File: config.mk
export PLATFORM = sky130hd
export DESIGN_NAME = fetch_prefetch_unit
export DESIGN_NICKNAME = d
export VERILOG_FILES = /design/src/rtl/fetch_prefetch_unit.sv
export SDC_FILE = /design/constraint.sdc
export NUM_CORES = 1
export LEC_CHECK = 0
export ABC_CLOCK_PERIOD_IN_PS = 6500
export CORE_MARGIN = 1
export CORE_UTILIZATION = 49
export DETAILED_ROUTE_END_ITERATION = 8
export MAX_ROUTING_LAYER = met4
export PLACE_DENSITY_LB_ADDON = 0.2
export RECOVER_POWER = 50
export SLEW_MARGIN = 25
export SYNTH_ARGS = -nofsm -noshare
export SYNTH_HDL_FRONTEND = slang
export SYNTH_SLANG_ARGS = --single-unit
File: constraint.sdc
create_clock -name CLK -period 6.5 [get_ports CLK]
set_clock_uncertainty 0.15 [all_clocks]
set_input_delay 1.625 -clock CLK [delete_from_list [all_inputs] [get_ports CLK]]
set_output_delay 1.625 -clock CLK [all_outputs]
set_load 0.05 [all_outputs]
File: src/rtl/fetch_prefetch_unit.sv
// Fetch stage: PC generator feeding a DEPTH-entry in-order prefetch queue over a
// request/grant + in-order response instruction memory, with redirect and stale-response discard.
module fetch_prefetch_unit #(
   parameter int                XLEN      = 32,
   parameter int                ILEN      = 32,
   parameter int                DEPTH     = 4,
   parameter logic [XLEN-1:0]   RESET_PC  = '0,
   parameter int                PC_STEP   = 4,
   parameter logic [ILEN-1:0]   NOP_INSTR = 32'hE1A00000
) (
   input  logic                       CLK,
   input  logic                       ResetN,
   output logic                       IMemReq,
   output logic [XLEN-1:0]            PCF,
   input  logic                       IMemGnt,
   input  logic                       IMemRValid,
   input  logic [ILEN-1:0]            IMemRData,
   input  logic                       StallD,
   input  logic                       BranchTakenE,
   input  logic [XLEN-1:0]            BranchTargetE,
   output logic                       ValidD,
   output logic [ILEN-1:0]            InstrD,
   output logic [XLEN-1:0]            PCD,
   output logic [$clog2(DEPTH+1)-1:0] Occupancy
);
   localparam int PW = $clog2(DEPTH);
   localparam int CW = $clog2(DEPTH+1);
   localparam logic [CW:0] DEPTH_C = (CW+1)'(DEPTH);

   logic [XLEN-1:0]  pc_q    [DEPTH];
   logic [ILEN-1:0]  instr_q [DEPTH];
   logic [DEPTH-1:0] filled_q, filled_d;
   logic [PW-1:0]    head_q, head_d, tail_q, tail_d, fill_q, fill_d;
   logic [CW-1:0]    occ_q, occ_d, outst_q, outst_d, disc_q, disc_d;
   logic [XLEN-1:0]  pcf_q, pcf_d, pcd_hold_q, pcd_hold_d;

   logic pop_raw, pop, issue, fill_en, drop, rsp_any;
   logic [CW:0] occ_after_pop, inflight;

   assign ValidD    = (occ_q != '0) && filled_q[head_q];
   assign InstrD    = ValidD ? instr_q[head_q] : NOP_INSTR;
   assign PCD       = ValidD ? pc_q[head_q] : pcd_hold_q;
   assign PCF       = pcf_q;
   assign Occupancy = occ_q;

   // A same-cycle pop frees its slot for the request issued in that cycle.
   assign pop_raw       = ValidD && !StallD;
   assign pop           = pop_raw && !BranchTakenE;
   assign occ_after_pop = {1'b0, occ_q} - {{CW{1'b0}}, pop_raw};
   assign inflight      = {1'b0, outst_q} + {1'b0, disc_q};
   assign IMemReq       = ResetN && !BranchTakenE && (occ_after_pop < DEPTH_C) && (inflight < DEPTH_C);
   assign issue         = IMemReq && IMemGnt;

   assign rsp_any = IMemRValid && ((disc_q != '0) || (outst_q != '0));
   assign drop    = IMemRValid && (disc_q != '0) && !BranchTakenE;
   assign fill_en = IMemRValid && (disc_q == '0) && (outst_q != '0) && !BranchTakenE;

   always_comb begin
      pcf_d      = pcf_q;
      head_d     = head_q;
      tail_d     = tail_q;
      fill_d     = fill_q;
      filled_d   = filled_q;
      occ_d      = occ_q;
      outst_d    = outst_q;
      disc_d     = disc_q;
      pcd_hold_d = pcd_hold_q;
      if (ValidD)
         pcd_hold_d = pc_q[head_q];
      if (BranchTakenE) begin
         // Everything still in flight becomes stale; a response landing now is already one of them.
         pcf_d    = {BranchTargetE[XLEN-1:2], 2'b00};
         head_d   = '0;
         tail_d   = '0;
         fill_d   = '0;
         filled_d = '0;
         occ_d    = '0;
         outst_d  = '0;
         disc_d   = disc_q + outst_q - CW'(rsp_any);
      end else begin
         if (issue) begin
            tail_d = tail_q + PW'(1);
            pcf_d  = pcf_q + XLEN'(PC_STEP);
         end
         if (fill_en) begin
            filled_d[fill_q] = 1'b1;
            fill_d           = fill_q + PW'(1);
         end
         if (drop)
            disc_d = disc_q - CW'(1);
         if (pop) begin
            filled_d[head_q] = 1'b0;
            head_d           = head_q + PW'(1);
         end
         occ_d   = occ_q + CW'(issue) - CW'(pop);
         outst_d = outst_q + CW'(issue) - CW'(fill_en);
      end
   end

   always_ff @(posedge CLK or negedge ResetN) begin
      if (!ResetN) begin
         pcf_q      <= RESET_PC;
         head_q     <= '0;
         tail_q     <= '0;
         fill_q     <= '0;
         filled_q   <= '0;
         occ_q      <= '0;
         outst_q    <= '0;
         disc_q     <= '0;
         pcd_hold_q <= '0;
      end else begin
         pcf_q      <= pcf_d;
         head_q     <= head_d;
         tail_q     <= tail_d;
         fill_q     <= fill_d;
         filled_q   <= filled_d;
         occ_q      <= occ_d;
         outst_q    <= outst_d;
         disc_q     <= disc_d;
         pcd_hold_q <= pcd_hold_d;
      end
   end

   // Payload storage needs no reset: it is only observed through filled entries.
   always_ff @(posedge CLK) begin
      if (issue)
         pc_q[tail_q] <= pcf_q;
      if (fill_en)
         instr_q[fill_q] <= IMemRData;
   end
endmodule

Word-level counts from Yosys, hierarchy flattened
Memory sizes are Yosys's and may differ from the RTL's.
Index checks and enable logic that the tools add are counted.

storage, ports and cells
  output and inout port bits = 101
  word-level logic and storage cells = 87
  memory bits (writable) = 256
  memories kept = 2
  input port bits = 70
  flip-flop bits (word level) = 83

memories
  memory   words  bits a word  rd ports  clocked after Yosys merged registers in  write ports  RTL line  RTL
  instr_q  4      32           1         0                                        1            31        logic [ILEN-1:0] instr_q [DEPTH];
  pc_q     4      32           1         0                                        1            30        logic [XLEN-1:0] pc_q [DEPTH];

operators by class
  bitwise gates (word level) = 3
  order comparisons = 6
  reductions and logical operators = 26
  mux-type cells = 28
  add/subtract/negate cells = 13

operators with widths
  operator                                                                              count
  32-bit 2-to-1 mux                                                                     4
  32-bit by 3-bit adder with 32-bit output (second input constant)                      1
  4-bit 2-to-1 mux                                                                      4
  1-bit logical AND                                                                     15
  2-bit 2-to-1 mux                                                                      6
  3-bit 2-to-1 mux                                                                      4
  3-bit nonzero test                                                                    3
  3-bit by 1-bit subtractor with 3-bit output                                           3
  4-bit by 3-bit < comparator with 1-bit output (second input constant)                 2
  2-bit nonzero test                                                                    4
  1-bit 2-to-1 mux                                                                      7
  2-bit by 1-bit adder with 2-bit output (second input constant)                        3
  3-bit by 1-bit adder with 3-bit output                                                2
  2-bit by 3-bit < comparator with 1-bit output (second input constant)                 2
  3-bit by 3-bit adder with 4-bit output                                                1
  4-bit bitwise AND                                                                     1
  1-bit demux with 2-bit select                                                         2
  2-bit by 1-bit greater-or-equal comparator with 1-bit output (second input constant)  2
  4-bit inverter                                                                        1
  4-bit bitwise OR                                                                      1
  3-bit by 1-bit subtractor with 4-bit output                                           1
  3-bit adder                                                                           1
  3-bit zero test                                                                       1
  3-bit by 1-bit subtractor with 3-bit output (second input constant)                   1
  3 further kinds                                                                       4

Depth between registers and ports, before layout
Gate-level depths: netlist of run 1.

  word-level depth = 12
  gate-level depth with buffers = 16
  depth with buffers taken out = 14

Worst setup path before layout of run 1
OpenSTA, ideal clock, no wires.

  path type = input-to-output
  from = in BranchTakenE
  to = out IMemReq
  buffers on the path = 2
  data required time = 4.725 ns
  setup slack = 1.444 ns
  arrival = 3.281 ns
  stages on the path = 6
  cells stage by stage = clkbuf_1 > nor4_1 > and3_1 > buf_1 > nand2_1 > nor2_1

between the ends
  word-level cells in the longest chain between the ends = 4

ends and longest elaborated chain
  what                            RTL line  RTL
  start, declared                 19        input logic BranchTakenE,
  1-bit zero test                 51        assign IMemReq = ResetN && !BranchTakenE && (occ_after_pop < DEPTH_C) && (inflight < DEPTH_C);
  1-bit logical AND (3 in a row)  51
  end, declared                   13        output logic IMemReq,

Every way passes these cells.

Worst setup path after layout of run 1
  from = in StallD
  to = out IMemReq

between the ends
  word-level cells in the longest chain between the ends = 6

ends and longest elaborated chain
  what                                           RTL line  RTL
  start, declared                                18        input logic StallD,
  1-bit zero test                                47        assign pop_raw = ValidD && !StallD;
  1-bit logical AND                              47
  3-bit by 1-bit subtractor with 4-bit output    49        assign occ_after_pop = {1'b0, occ_q} - {{CW{1'b0}}, pop_raw};
  4-bit by 3-bit < comparator with 1-bit output  51
  1-bit logical AND (2 in a row)                 51

Every way passes these cells.

==> results of run 1 <==
[metrics by stage]
step / util / cells / power, mW
final: 0.611 / 1421 / 4.95
after global routing: 0.611 / 1421 / 5.14
after CTS: 0.612 / 1421 / 5.00
after detailed placement: 0.574 / 1359 / 3.17
after global placement: 0.574 / 1359 / 3.15
after floorplan: - / 849 / 2.90
[state kept, by name, summed over array words and instances (netlist names)]
name	count
disc_q	3
PCF	30
filled_q	4
pcd_hold_q	32
tail_q	2
Occupancy	3
instr_q	128
outst_q	3
head_q	2
fill_q	2
pc_q	120
[area by class of cell]
class	instances	area share
Clock buffer	48	0.0576
Clock inverter	14	0.00450
Inverter	25	0.00553
Multi-Input combinational cell	448	0.243
Sequential cell	329	0.559
Tap cell	378	0.0279
Timing Repair Buffer	179	0.103
[worst min-delay path by stage]
stage,cells after the start,end,from
6_report,1,pcd_hold_q[1],pcd_hold_q[1]
5_1_grt,1,pcd_hold_q[1],pcd_hold_q[1]
4_1_cts,1,pcd_hold_q[1],pcd_hold_q[1]
3_5_place_dp,1,pcd_hold_q[1],pcd_hold_q[1]
3_3_place_gp,1,pcd_hold_q[1],pcd_hold_q[1]
2_1_floorplan,2,fill_q[1],fill_q[1]
[cells in the final DEF, fill, tap and decap left out, types with 4 or more instances in the layout]
master           Yosys  routed
a21oi_1              8       8
a22oi_1              7       7
a2bb2oi_1            5       5
a31oi_1             13      13
and2_2               0       4
and3_1              11      11
and4_1               6       6
buf_4                2      14
clkbuf_1            33      10
clkbuf_16            0      37
clkdlybuf4s50_1      0     130
clkinv_1             0       7
clkinv_2             0       6
dfrtp_1             81      79
dlygate4sd3_1        0      34
edfxtp_1           248     248
ha_1                26      26
inv_1               25      25
mux2_1               0      15
mux2_2              30      15
mux2i_1              5       5
mux4_2              63      63
nand2_1             18      18
nand2b_1             4       4
nand3_1             36      36
nand4_1             18      18
nor2_1              38      38
nor2b_1             43      43
nor3_1              13      13
nor4_1               7       7
o21ai_0             21      21
o31a_1               4       4
o31ai_1              7       7
or2_2                8       8
or4_1               11      11
xnor2_1              6       6
[kinds of logic (layout without fill, tap and decap cells)]
group	Yosys count	in the layout	synth area share
flip-flops	329	329	0.683
other	1	2	0.000270
buffers and inverters	72	266	0.0207
XOR/XNOR	9	9	0.00568
adder cells (fa/ha/maj)	29	29	0.0278
AND/OR/NAND/NOR	227	227	0.0907
multiplexers	98	98	0.130
AO/OA/AOI/OAI	83	83	0.0418
[where the power goes]
part	internal (mW)	switching, mW	leakage (nW)
clock network	1.06	0.775	0.519
registers	2.36	0.0883	3.25
logic	0.250	0.417	2.11
total	3.67	1.28	5.88
[layer usage]
layer	up-vias	wire, um
li1	3660	-
met1	4067	12800
met2	262	14900
met3	50	1600
met4	0	692
met5	-	0
==> reports/results.tsv, run 1 <==
metric	value	unit
status	complete, no violations	
CTS Root Cell	clkbuf_16	
Bufs and invs on worst path	2	
first-pass GRT wire length	46100	um
final wirelength	30000	um
routability cong.	0.825	
cell accounting for the most synthesized area	edfxtp_1	
Post-Syn Area per Cell	16.4	um2
placed instance area	0.0159	mm2
# H-tree levels	2	
grt met1 use	0.289	
# IOs	171	
reg2reg setup slack	2190	ps
crit path launch type	primary input	
main flop type after synthesis	edfxtp_1	
CTS Sinks	329	
PostCTS Resize Cnt	0	
Hold Violations, Final	0	
Mapped Cells	848	
top cells by count, synth	edfxtp_1, dfrtp_1, mux4_2, nor2b_1, nor2_1	
CP max FO	9	
Max Freq	165	MHz
# port buffers	166	
sequential area share after synthesis	0.683	
slowest cell delay on critical path	850	ps
Crit Path Class	in -> out	
CP Depth	6	
largest net degree at the start of global routing	72	
fillers	2132	
FF+latch area	0.00948	mm2
Tcrit/Tclk final	0.930	
CTS tree	done	
RSZ-0062 raised after global routing	no	
reg2reg path depth	14	
Async SR Flop Fraction	0.246	
GRT Max-Usage Layer	met2	
DRT iter0 DRCs	565	
routed vias	8039	
Peak VDD IR	197	uV
die area	0.0290	mm2
1st-pass router iterations	5	
Longest Clk Path Bufs	3	
CP Capture Type	output pin	
PwrDens	292	mW/mm2
Relative slew margins	0.358	
DRT antenna net count	0	
FP Rows	61	
crit path from	StallD	
crit path to	IMemReq	
final worst setup slack	454	ps
Total Routing Usage GR	0.221	
Initial Util	0.499	
Post-synth EDFFs	248	
Distinct cells, synth	51	
postcts setup bufs	0	
core region area	0.0278	mm2
share of the synthesized area in the top cell type	0.537	
CTS buffer count	35	
layout cells sized above 1	0.148	
hold_ws	329	ps
NumNets Final	1117	
Crit-path slowest cell	clkdlybuf4s50_1	
grt ovf	0	
HP Class	reg -> reg	
met2 Use GR	0.356	
clock latency on the worst-skew pair	520	ps
Critical Path AT	4270	ps
data required time of the worst path	4720	ps
actual slew at the worst max-slew pin	962	ps
DP Wirelength	18500	um
Die H	170	um
area taken by multi-input logic gates	0.00412	mm2
initial antenna violation count	0	
Diodes inserted	0	
CP cell instances	dlygate4sd3_1, or4b_1, o221ai_4, nand2_1, nor2_1, clkdlybuf4s50_1	
vias in the first global route	8047	
FF+latch count, synth	329	
Leakage	5.88	nW
area delta synth->final	22.4	%
routed vias/inst	5.66	
setup TNS	0	ps
routed len/inst	21.1	um
most frequent cell after synthesis	edfxtp_1	
# hold bufs at CTS	0	
dpl ws	566	ps
fin area	0.0170	mm2
endpoints failing setup	0	
Final min period	6050	ps
fin. max-slew vios	0	
maxcap violations	0	
Worst path top cell family by delay	buffers and inverters	
Worst R2R End	outst_q[2]	
# DRC	0	
Worst-path clk slew	60	ps
area of the mapped netlist	0.0139	mm2
M3 GR Usage	0.0333	
Syn. warnings	0	
Die Width	170	um
Reg2Reg Launch Point	head_q[1]	
ranking of synthesized cells by area	edfxtp_1, dfrtp_1, mux4_2, mux2_2, ha_1	
Note: power is estimated with default switching activity, not from simulation.
==> inputs of run 2 (changes only) <==
- CAP_MARGIN: default -> 10
==> results of run 2 <==
The final DEF is identical to that of run 1; final timing and power are the same.
